[src/rtl/pong_pkg.sv]
// Shared Pong types: FSM state encoding, ball direction constants and paddle hit-zone codes.
package pong_pkg;

  typedef enum logic [2:0] {
    ST_IDLE      = 3'd0,
    ST_SERVE     = 3'd1,
    ST_PLAY      = 3'd2,
    ST_POINT     = 3'd3,
    ST_GAME_OVER = 3'd4
  } state_e;

  localparam logic DIR_LEFT  = 1'b0;
  localparam logic DIR_RIGHT = 1'b1;
  localparam logic DIR_UP    = 1'b0;
  localparam logic DIR_DOWN  = 1'b1;

  localparam logic [1:0] ZONE_NONE = 2'b00;
  localparam logic [1:0] ZONE_TOP  = 2'b01;
  localparam logic [1:0] ZONE_MID  = 2'b10;
  localparam logic [1:0] ZONE_BOT  = 2'b11;

endpackage

[src/rtl/pong_paddle_hit.sv]
// Combinational paddle row-range check (zero latency, no backpressure); with PONG_SPIN_EN
// it also reports which third of the paddle the ball touched.
module pong_paddle_hit
  import pong_pkg::*;
#(
  parameter int YW       = 6,
  parameter int PADDLE_H = 6
) (
  input  logic [YW-1:0] ball_y_i,
  input  logic [YW-1:0] pad_y_i,
  output logic          hit_o
`ifdef PONG_SPIN_EN
  ,
  output logic [1:0]    zone_o
`endif
);

  // One extra bit so a paddle hanging past the bottom edge does not wrap to row 0.
  logic [YW:0] pad_bot;

  assign pad_bot = {1'b0, pad_y_i} + (YW+1)'(PADDLE_H - 1);
  assign hit_o   = (ball_y_i >= pad_y_i) && ({1'b0, ball_y_i} <= pad_bot);

`ifdef PONG_SPIN_EN
  localparam logic [YW-1:0] B_MID = YW'(PADDLE_H / 3);
  localparam logic [YW-1:0] B_BOT = YW'((2 * PADDLE_H) / 3);

  logic [YW-1:0] off;

  assign off = ball_y_i - pad_y_i;

  always_comb begin
    zone_o = ZONE_NONE;
    if (hit_o) begin
      if (off < B_MID)      zone_o = ZONE_TOP;
      else if (off < B_BOT) zone_o = ZONE_MID;
      else                  zone_o = ZONE_BOT;
    end
  end
`endif

endmodule

[src/rtl/pong_collision_engine.sv]
// Pong collision/scoring engine with serve/play/game-over FSM; results registered 1 cycle after step_valid,
// no backpressure. Optional PONG_SPIN_EN adds the hit_zone output.
module pong_collision_engine
  import pong_pkg::*;
#(
  parameter int SCREEN_W    = 64,
  parameter int SCREEN_H    = 64,
  parameter int PADDLE_H    = 6,
  parameter int P1_COL      = 1,
  parameter int P2_COL      = 62,
  parameter int SCORE_W     = 4,
  parameter int WIN_SCORE   = 9,
  parameter int SERVE_DELAY = 60
) (
  input  logic                        clk,
  input  logic                        rst,
  input  logic [$clog2(SCREEN_W)-1:0] ball_x,
  input  logic [$clog2(SCREEN_H)-1:0] ball_y,
  input  logic                        ball_dx,
  input  logic                        ball_dy,
  input  logic [$clog2(SCREEN_H)-1:0] p1_y,
  input  logic [$clog2(SCREEN_H)-1:0] p2_y,
  input  logic                        step_valid,
  input  logic                        new_game,
  output logic                        bounce_x,
  output logic                        bounce_y,
  output logic                        point_p1,
  output logic                        point_p2,
  output logic [SCORE_W-1:0]          score1,
  output logic [SCORE_W-1:0]          score2,
  output logic                        serve_req,
  output logic                        game_over,
  output logic                        winner,
  output logic [2:0]                  state
`ifdef PONG_SPIN_EN
  ,
  output logic [1:0]                  hit_zone
`endif
);

  localparam int XW = $clog2(SCREEN_W);
  localparam int YW = $clog2(SCREEN_H);
  localparam int CW = $clog2(SERVE_DELAY + 1);

  localparam logic [XW-1:0]      L_EDGE   = XW'(P1_COL + 1);
  localparam logic [XW-1:0]      R_EDGE   = XW'(P2_COL - 1);
  localparam logic [YW-1:0]      Y_BOT    = YW'(SCREEN_H - 1);
  localparam logic [SCORE_W-1:0] WIN      = SCORE_W'(WIN_SCORE);
  localparam logic [CW-1:0]      CNT_LAST = CW'(SERVE_DELAY - 1);

  state_e             state_q, state_d;
  logic [CW-1:0]      cnt_q, cnt_d;
  logic [SCORE_W-1:0] score1_q, score1_d, score2_q, score2_d;
  logic               winner_q, winner_d;
  logic               scorer_q, scorer_d;
  logic               bounce_x_q, bounce_x_d, bounce_y_q, bounce_y_d;
  logic               point_p1_q, point_p1_d, point_p2_q, point_p2_d;
  logic               serve_req_q, serve_req_d;

  logic p1_hit, p2_hit;
  logic at_left, at_right, wall;
  logic hit_l, hit_r, miss_l, miss_r;

`ifdef PONG_SPIN_EN
  logic [1:0] p1_zone, p2_zone;
  logic [1:0] zone_q, zone_d;
`endif

  pong_paddle_hit #(.YW(YW), .PADDLE_H(PADDLE_H)) u_p1_hit (
    .ball_y_i (ball_y),
    .pad_y_i  (p1_y),
    .hit_o    (p1_hit)
`ifdef PONG_SPIN_EN
    ,
    .zone_o   (p1_zone)
`endif
  );

  pong_paddle_hit #(.YW(YW), .PADDLE_H(PADDLE_H)) u_p2_hit (
    .ball_y_i (ball_y),
    .pad_y_i  (p2_y),
    .hit_o    (p2_hit)
`ifdef PONG_SPIN_EN
    ,
    .zone_o   (p2_zone)
`endif
  );

  // Paddle columns are only checked in the direction of travel.
  assign at_left  = (ball_dx == DIR_LEFT)  && (ball_x == L_EDGE);
  assign at_right = (ball_dx == DIR_RIGHT) && (ball_x == R_EDGE);
  assign wall     = ((ball_dy == DIR_UP)   && (ball_y == '0)) ||
                    ((ball_dy == DIR_DOWN) && (ball_y == Y_BOT));
  assign hit_l    = at_left  &&  p1_hit;
  assign hit_r    = at_right &&  p2_hit;
  assign miss_l   = at_left  && !p1_hit;
  assign miss_r   = at_right && !p2_hit;

  always_comb begin
    state_d     = state_q;
    cnt_d       = cnt_q;
    score1_d    = score1_q;
    score2_d    = score2_q;
    winner_d    = winner_q;
    scorer_d    = scorer_q;
    bounce_x_d  = 1'b0;
    bounce_y_d  = 1'b0;
    point_p1_d  = 1'b0;
    point_p2_d  = 1'b0;
    serve_req_d = 1'b0;
`ifdef PONG_SPIN_EN
    zone_d      = ZONE_NONE;
`endif
    if (new_game) begin
      state_d  = ST_SERVE;
      cnt_d    = '0;
      score1_d = '0;
      score2_d = '0;
      winner_d = 1'b0;
    end else begin
      case (state_q)
        ST_SERVE: begin
          if (cnt_q == CNT_LAST) begin
            serve_req_d = 1'b1;
            cnt_d       = '0;
            state_d     = ST_PLAY;
          end else begin
            cnt_d = cnt_q + 1'b1;
          end
        end
        ST_PLAY: begin
          if (step_valid) begin
            // A miss wins over any simultaneous wall bounce.
            if (miss_l) begin
              point_p2_d = 1'b1;
              scorer_d   = 1'b1;
              state_d    = ST_POINT;
              if (score2_q != WIN) score2_d = score2_q + 1'b1;
            end else if (miss_r) begin
              point_p1_d = 1'b1;
              scorer_d   = 1'b0;
              state_d    = ST_POINT;
              if (score1_q != WIN) score1_d = score1_q + 1'b1;
            end else begin
              bounce_x_d = hit_l || hit_r;
              bounce_y_d = wall;
`ifdef PONG_SPIN_EN
              if (hit_l)      zone_d = p1_zone;
              else if (hit_r) zone_d = p2_zone;
`endif
            end
          end
        end
        ST_POINT: begin
          if ((scorer_q ? score2_q : score1_q) == WIN) begin
            state_d  = ST_GAME_OVER;
            winner_d = scorer_q;
          end else begin
            state_d = ST_SERVE;
            cnt_d   = '0;
          end
        end
        ST_IDLE, ST_GAME_OVER: ;
        default: state_d = ST_IDLE;
      endcase
    end
  end

  always_ff @(posedge clk or posedge rst) begin
    if (rst) begin
      state_q     <= ST_IDLE;
      cnt_q       <= '0;
      score1_q    <= '0;
      score2_q    <= '0;
      winner_q    <= 1'b0;
      scorer_q    <= 1'b0;
      bounce_x_q  <= 1'b0;
      bounce_y_q  <= 1'b0;
      point_p1_q  <= 1'b0;
      point_p2_q  <= 1'b0;
      serve_req_q <= 1'b0;
`ifdef PONG_SPIN_EN
      zone_q      <= ZONE_NONE;
`endif
    end else begin
      state_q     <= state_d;
      cnt_q       <= cnt_d;
      score1_q    <= score1_d;
      score2_q    <= score2_d;
      winner_q    <= winner_d;
      scorer_q    <= scorer_d;
      bounce_x_q  <= bounce_x_d;
      bounce_y_q  <= bounce_y_d;
      point_p1_q  <= point_p1_d;
      point_p2_q  <= point_p2_d;
      serve_req_q <= serve_req_d;
`ifdef PONG_SPIN_EN
      zone_q      <= zone_d;
`endif
    end
  end

  assign bounce_x  = bounce_x_q;
  assign bounce_y  = bounce_y_q;
  assign point_p1  = point_p1_q;
  assign point_p2  = point_p2_q;
  assign score1    = score1_q;
  assign score2    = score2_q;
  assign serve_req = serve_req_q;
  assign game_over = (state_q == ST_GAME_OVER);
  assign winner    = winner_q;
  assign state     = state_q;
`ifdef PONG_SPIN_EN
  assign hit_zone  = zone_q;
`endif

endmodule
[config.mk]
export PLATFORM = sky130hd
export DESIGN_NAME = pong_collision_engine
export DESIGN_NICKNAME = d
export VERILOG_FILES = /design/src/rtl/pong_pkg.sv /design/src/rtl/pong_paddle_hit.sv /design/src/rtl/pong_collision_engine.sv
export SDC_FILE = /design/constraint.sdc
export NUM_CORES = 1
export LEC_CHECK = 0
export ABC_AREA = 1
export CORE_AREA = 4 4 74 76
export DETAILED_ROUTE_END_ITERATION = 12
export DIE_AREA = 0 0 78 80
export PLACE_DENSITY_LB_ADDON = 0.2
export RECOVER_POWER = 25
export SKIP_CTS_REPAIR_TIMING = 1
export SLEW_MARGIN = 10
export SYNTH_ARGS = -nofsm -noshare
export SYNTH_HDL_FRONTEND = slang
export SYNTH_SLANG_ARGS = --single-unit
[constraint.sdc]
create_clock -name clk -period 1.48 [get_ports clk]
set_input_delay 0.148 -clock clk [delete_from_list [all_inputs] [get_ports clk]]
set_output_delay 0.148 -clock clk [all_outputs]
set_load 0.02 [all_outputs]
; ---- Word level (Yosys, flattened, before mapping)
; Index checks and enable logic that the tools add are counted.
; W data, S select, Z words.
[op_classes]
add_sub_neg = 5
multipliers = 0
n_div = 0
n_lt_le_gt_ge = 4
n_eq_ne = 17
shifts = 0
muxes = 50
n_bitwise = 3
reduce_logical = 33
[op_table]
columns = operator, n
row1 = $mux W4, 12
row2 = $mux W1, 27
row3 = $eq A6 B6 Y1 const B, 3
row4 = $mux W3, 6
row5 = $mux W6, 3
row6 = $reduce_bool A2 Y1, 9
row7 = $add A6 B3 Y7 const B, 2
row8 = $le A6 B7 Y1, 2
row9 = $ge A6 B6 Y1, 2
row10 = $ne A4 B4 Y1 const B, 3
row11 = $pmux W3 S4, 1
row12 = $pmux W6 S2, 1
row13 = $reduce_and A4 Y1, 3
row14 = $logic_and A1 B1 Y1, 10
row15 = $ne A3 B3 Y1 const B, 3
row16 = $add A4 B1 Y4 const B, 2
row17 = $add A6 B1 Y6 const B, 1
row18 = $eq A3 B2 Y1 const B, 2
row19 = $eq A6 B2 Y1 const B, 1
row20 = $logic_not A6 Y1, 1
row21 = $reduce_and A5 Y1, 1
row22 = $eq A4 B4 Y1 const B, 1
row23 = $ne A2 B2 Y1 const B, 2
row24 = $reduce_and A2 Y1, 2
row25 = other kinds (8), 12
[word_totals]
reg_bits = 24
latchBits = 0
mem_bits_rw = 0
romBits = 0
input_bits = 30
out_inout_bits = 18
elab_cells = 123
mem_count = 0

; ---- Longest topological paths before layout
[logic_depth]
ltp_word = 10
depth_mapped = 20
mapped_depth_nobuf = 20

; ---- Cells and area by module
; From an unflattened synthesis, not the netlist that was laid out.
[hier_totals]
cells_unflattened = 350
hier_area_um2 = 2367.3
[modules_own_cells]
columns = module, instances, cells_per_inst, area_per_inst_um2
row1 = pong_collision_engine, 1, 210, 1519.0
row2 = pong_paddle_hit, 2, 70, 424.2

; ---- Worst setup path after synthesis
; OpenSTA, ideal clock, no wires.
[synth_timing]
path_kind = in2reg
from = in p2_y[0]
to = reg score1_q[0] (netlist: score1[0])
arrival_ns = 1.767
required_ns = 1.351
setup_slack_ns = -0.416
path_stages = 16
path_buffers = 0
path_cell_list = inv_1 > o21ai_0 > nand3_1 > xor2_1 > ha_1 > inv_1 > nor2_1 > nand2_1 > nand2_1 > nand2_1 > nand2_1 > nand2_1 > nand2_1 > nand3b_1 > nand2_1 > o21ai_0
[synth_between]
elab_chain_len = 7
elab_cells_between_ends = 8
classes_between = 1 x add/sub / 2 x order compare / 5 x reduce/logical
[synth_lines]
columns = element, line_no
row1 = "start, declared", pong_collision_engine.sv:22  ; input logic [$clog2(SCREEN_H)-1:0] p2_y,
row2 = $add A6 B3 Y7, pong_paddle_hit.sv:21  ; assign pad_bot = {1'b0, pad_y_i} + (YW+1)'(PADDLE_H - 1);
row3 = $le A6 B7 Y1, pong_paddle_hit.sv:22  ; assign hit_o = (ball_y_i >= pad_y_i) && ({1'b0, ball_y_i} <= pad_bot);
row4 = $logic_and A1 B1 Y1 *, pong_paddle_hit.sv:22
row5 = $logic_not A1 Y1 *, pong_collision_engine.sv:97  ; assign miss_r = at_right && !p2_hit;
row6 = $logic_and A1 B1 Y1 *, pong_collision_engine.sv:97
row7 = $reduce_bool A2 Y1 (no source line) *, --
row8 = $reduce_and A5 Y1 (no source line) *, --
row9 = "end signal, assigned", pong_collision_engine.sv:188  ; score1_q <= score1_d;
row10 = "end, declared", pong_collision_engine.sv:53  ; logic [SCORE_W-1:0] score1_q, score1_d, score2_q, score2_d;
; Every way passes the cells marked *; elsewhere a longest branch is shown, timed or not.
; A chain may end at the register's enable or synchronous reset.

; ---- Worst setup path after layout
[layout_timing]
from = in p2_y[1]
to = reg score1_q[0] (netlist: score1[0])
; The elaborated chain is that of the path after synthesis.

==> summary.md <==
The worst slew slack as a fraction of its limit is 0.727. The share of layout cells above drive strength 1 is 0.337, and the clock slew at the register clock pins of the worst setup and hold paths is 0.09 ns. The combinational group share of total power came out at 0.511. The die span in y was 80 µm.

In this run the clock root is driven by a sky130_fd_sc_hd__clkbuf_8. After detailed routing, the number of remaining DRC violations is 0. The critical path goes through buf_8 -> ha_4 -> inv_2 -> nand2_2 -> nand2_2 -> xor2_1 -> ha_1 -> nand2_1 -> nor2_2 -> nand3_1 -> nand2_1 -> inv_1 -> nand2_1 -> nand2_1 -> nand2_2 -> nand2_1 -> nand3b_1 -> buf_6 -> nand2_2 -> o21ai_2. Clock latency on the worst-skew pair, taken at its later pin, is 0.27 ns. The checks that failed: negative setup slack. The run gives 1.99 ns as the endpoint arrival time on the critical path.

Detailed placement ended at an HPWL of 4.61 mm. The sequential-to-total area share from yosys stat is 0.276, and the number of antenna violations at the first check in global routing is 0. The critical path crosses 20 cells after its start point. The largest driver fanout on the critical path works out to 8. Each instance of the synthesized netlist takes up on average 7.30 µm². Routability-driven placement finished with a final weighted congestion of 0.827. In this run the deepest clock path goes through 2 buffers.

Pin placement for this block handled 48 I/O pins. The worst register-to-register path ends at score2[1]$_DFFE_PP0P_. Global router's overall resource usage: 0.181.

The number of buffers and inverters on the critical path is 4. In this run the critical register-to-register path is launched from state[2]$_DFFE_PP0P_. On the final layout, the worst clock skew is 0.00452 ns. The via count normalized by instance count works out to 4.90.

The number of maximum-capacitance constraint violations is 0. The total clock sinks is 24, and the depth of the most critical reg-to-reg path is 9. The tools report the first-pass detailed-route iteration total as 4. Port buffering added 47 buffers. The run gives 0 as the final hold violation count. After floorplanning, the core was sized to cover 4720 µm². Number of setup violations in the final report: 15.

The run gives 5.88 mm as the total routed wirelength. The class of the tightest hold or removal check was in2async. The clock share of power is 0.204, and the maximum level of the CTS H-tree is 1. By instance count, the cell type seen most on the critical path is sky130_fd_sc_hd__nand2_1. The floorplan step defined a die boundary enclosing 6240 µm². Overall power consumption after layout is estimated at 0.00281 W. The first global-routing pass estimated 9.32 mm of wire.

For the pin with the worst max-slew slack, the measured transition is 0.410 ns. The async set or reset register ratio after synthesis was 1.00; the number of antenna repair diodes was 0. The slack of the critical path was -0.322 ns; the reg-to-reg setup timing slack was -0.03 ns.

On the critical path, the stage with the largest delay is an instance of sky130_fd_sc_hd__ha_1. The number of pins exceeding their max-slew limit in the final report was 0; the count of standard-cell rows was 25. Synthesis produced a netlist whose cell count is 298.

For this run, the leading register cell type out of synthesis is sky130_fd_sc_hd__dfrtp_1. In this run the horizontal extent of the chip is 78 µm. The worst setup path is launched from a primary input. Yosys mapped a number of flops with a built-in enable equal to 0. In this run, the number of DRC markers left after iteration 0 of detailed routing was 116. The part of the power in registers was 0.285.

Post-synthesis instance area: 2170 µm². The cell class contributing the biggest share of worst-path delay was simple AND/OR/NAND/NOR gates. Cell type with the largest total area after synthesis: sky130_fd_sc_hd__dfrtp_1. Design internal power: 0.00180 W. Setup repair after global routing could not meet its margin everywhere. For the final routed database, the setup TNS stands at -3.04 ns.

Yosys printed 0 warnings. Sorting the synthesized cells by area gives the leading types as sky130_fd_sc_hd__dfrtp_1, sky130_fd_sc_hd__ha_1, sky130_fd_sc_hd__nand2_1, sky130_fd_sc_hd__inv_1, sky130_fd_sc_hd__nor2_1. After the last flow step, the layout net total stands at 477.

Ranked by instance count, the synthesized netlist is headed by sky130_fd_sc_hd__nand2_1, sky130_fd_sc_hd__inv_1, sky130_fd_sc_hd__ha_1, sky130_fd_sc_hd__nor2_1, sky130_fd_sc_hd__dfrtp_1. After layout, the minimum clock period comes to 1.80 ns. The total CTS buffers was 3. The run finished, with violations left. The via count of the first global-routing pass was 2,262; the switching share of power was 0.361. TritonCTS built the clock tree. Post-detailed-route wirelength per cell: 12.2 µm. The number of nets still failing antenna checks after routing is 0.

Counting the fill cells in the layout gives 353. The layout overhead on the synthesized area is 62.7%, and the post-route fraction of the period consumed by the critical path is 1.22. Prior to clock tree synthesis, the placed netlist has a worst setup slack of -1.18 ns. Summing over every cut layer, the via total after detailed routing is 2,361.

On the worst path, the slowest cell contributes a delay of 0.32 ns. Number of flip-flops and latches in the synthesized netlist: 24. STA classifies the critical path endpoint as a register. The post-synthesis cell type count came out at 34. Entering global routing, the biggest net connects 17 pins. VDD sags by at most 521 µV.

Static timing analysis puts the maximum clock frequency at 0.555 GHz. The ratio of total power to cell area came out at 794 nW/µm². The number of nets handed over by synthesis was 359. Effective utilization at floorplan: 0.460. The critical path class is in2reg. The data required time at the worst endpoint was 1.67 ns; the reported net switching power was 0.00101 W.

The total grt overflow was 0; the top cell type's share of synthesized area was 0.276. The run gives 2.03 nW as the static leakage power. Most numerous cell in the Yosys netlist: sky130_fd_sc_hd__nand2_1.
==> routing by layer <==
metal,up-vias,part of all wire,global-route usage
met5,-,0,0
met4,0,0.015,0.0542
met3,8,0.040,0.0203
met2,48,0.54,0.356
met1,1096,0.40,0.202
li1,1209,-,-
==> cells in the final DEF, fill, tap and decap left out, types with 2 or more instances in the layout <==
cell type,count
sky130_fd_sc_hd__ha_4,3
sky130_fd_sc_hd__clkdlybuf4s50_1,17
sky130_fd_sc_hd__nand4_1,9
sky130_fd_sc_hd__xor2_1,10
sky130_fd_sc_hd__or2_2,3
sky130_fd_sc_hd__nand3_2,3
sky130_fd_sc_hd__dfrtp_1,23
sky130_fd_sc_hd__nor3_1,3
sky130_fd_sc_hd__buf_8,4
sky130_fd_sc_hd__o31ai_1,4
sky130_fd_sc_hd__nor2_1,20
sky130_fd_sc_hd__nor2_2,9
sky130_fd_sc_hd__clkbuf_2,2
sky130_fd_sc_hd__a21oi_1,11
sky130_fd_sc_hd__nor4_1,3
sky130_fd_sc_hd__nand3_1,17
sky130_fd_sc_hd__clkbuf_8,3
sky130_fd_sc_hd__inv_2,13
sky130_fd_sc_hd__nor2_4,3
sky130_fd_sc_hd__o21ai_1,6
sky130_fd_sc_hd__a21o_1,2
sky130_fd_sc_hd__inv_4,2
sky130_fd_sc_hd__o21ai_0,2
sky130_fd_sc_hd__o21ai_2,5
sky130_fd_sc_hd__nand2_2,14
sky130_fd_sc_hd__buf_6,2
sky130_fd_sc_hd__dlymetal6s2s_1,24
sky130_fd_sc_hd__a21boi_1,2
sky130_fd_sc_hd__ha_1,28
sky130_fd_sc_hd__buf_4,65
sky130_fd_sc_hd__inv_1,36
sky130_fd_sc_hd__nand2_1,50
==> power by group through the flow <==
stage | combinational (W) | clock, W | sequential [W]
finish | 0.00144 | 0.000573 | 0.000801
global route | 0.00161 | 0.000618 | 0.000808
CTS | 0.00126 | 0.000588 | 0.000804
detailed placement | 0.00126 | 0 | 0.000817
global placement | 0.00122 | 0 | 0.000813
floorplan | 0.000591 | 0 | 0.000899
==> through the flow <==
stage               area [µm²]  hold WS [ns]  utilization  std cells
detailed placement        3210         0.425        0.679        470
finish                    3540         0.276        0.749        482
global placement          3210         0.430        0.679        470
CTS                       3280         0.145        0.694        474
global route              3540         0.296        0.749        482
floorplan                 2220         0.163            -        298
==> logic make-up (layout without fill, tap and decap cells) <==
family,after synthesis,in the layout,share of synthesized area
DFF,24,24,0.276
and+or+nand+nor,139,139,0.298
adders and majority gates,31,31,0.178
AOI/OAI and AO/OA,38,38,0.102
xor gates and xnor gates,12,12,0.0483
buffers and inverters,54,171,0.0967
==> flip-flops by register name, indices dropped and copies added (netlist names) <==
signal / flops
state: 3
scorer_q: 1
score1: 4
score2: 4
winner: 1
cnt_q: 6
serve_req: 1
bounce_y: 1
bounce_x: 1
point_p1: 1
point_p2: 1
==> layout make-up <==
| cell class | count | area, µm² | share of cell area |
|---|---|---|---|
| timing repair buffer | 115 | 1060 | 0.300 |
| clock buffer | 3 | 41.3 | 0.0117 |
| clock inverter | 1 | 30.0 | 0.00849 |
| multi-input combinational | 220 | 1520 | 0.429 |
| inverter | 52 | 200 | 0.0566 |
| sequential | 24 | 602 | 0.170 |
| tap | 67 | 83.8 | 0.0237 |
==> worst max-delay path by stage <==
stage / from / to / slack, ns
final: p2_y[1] / score1[0]$_DFFE_PP0P_ / -0.32
after global routing: p2_y[2] / score1[0]$_DFFE_PP0P_ / -0.43
after CTS: p2_y[0] / score1[3]$_DFFE_PP0P_ / -0.89
after detailed placement: p2_y[0] / score1[3]$_DFFE_PP0P_ / -1.18
after global placement: p2_y[0] / score1[3]$_DFFE_PP0P_ / -1.11
after floorplan: p2_y[0] / score1[0]$_DFFE_PP0P_ / -0.32
No activity file was read; power rests on OpenSTA's default activity.
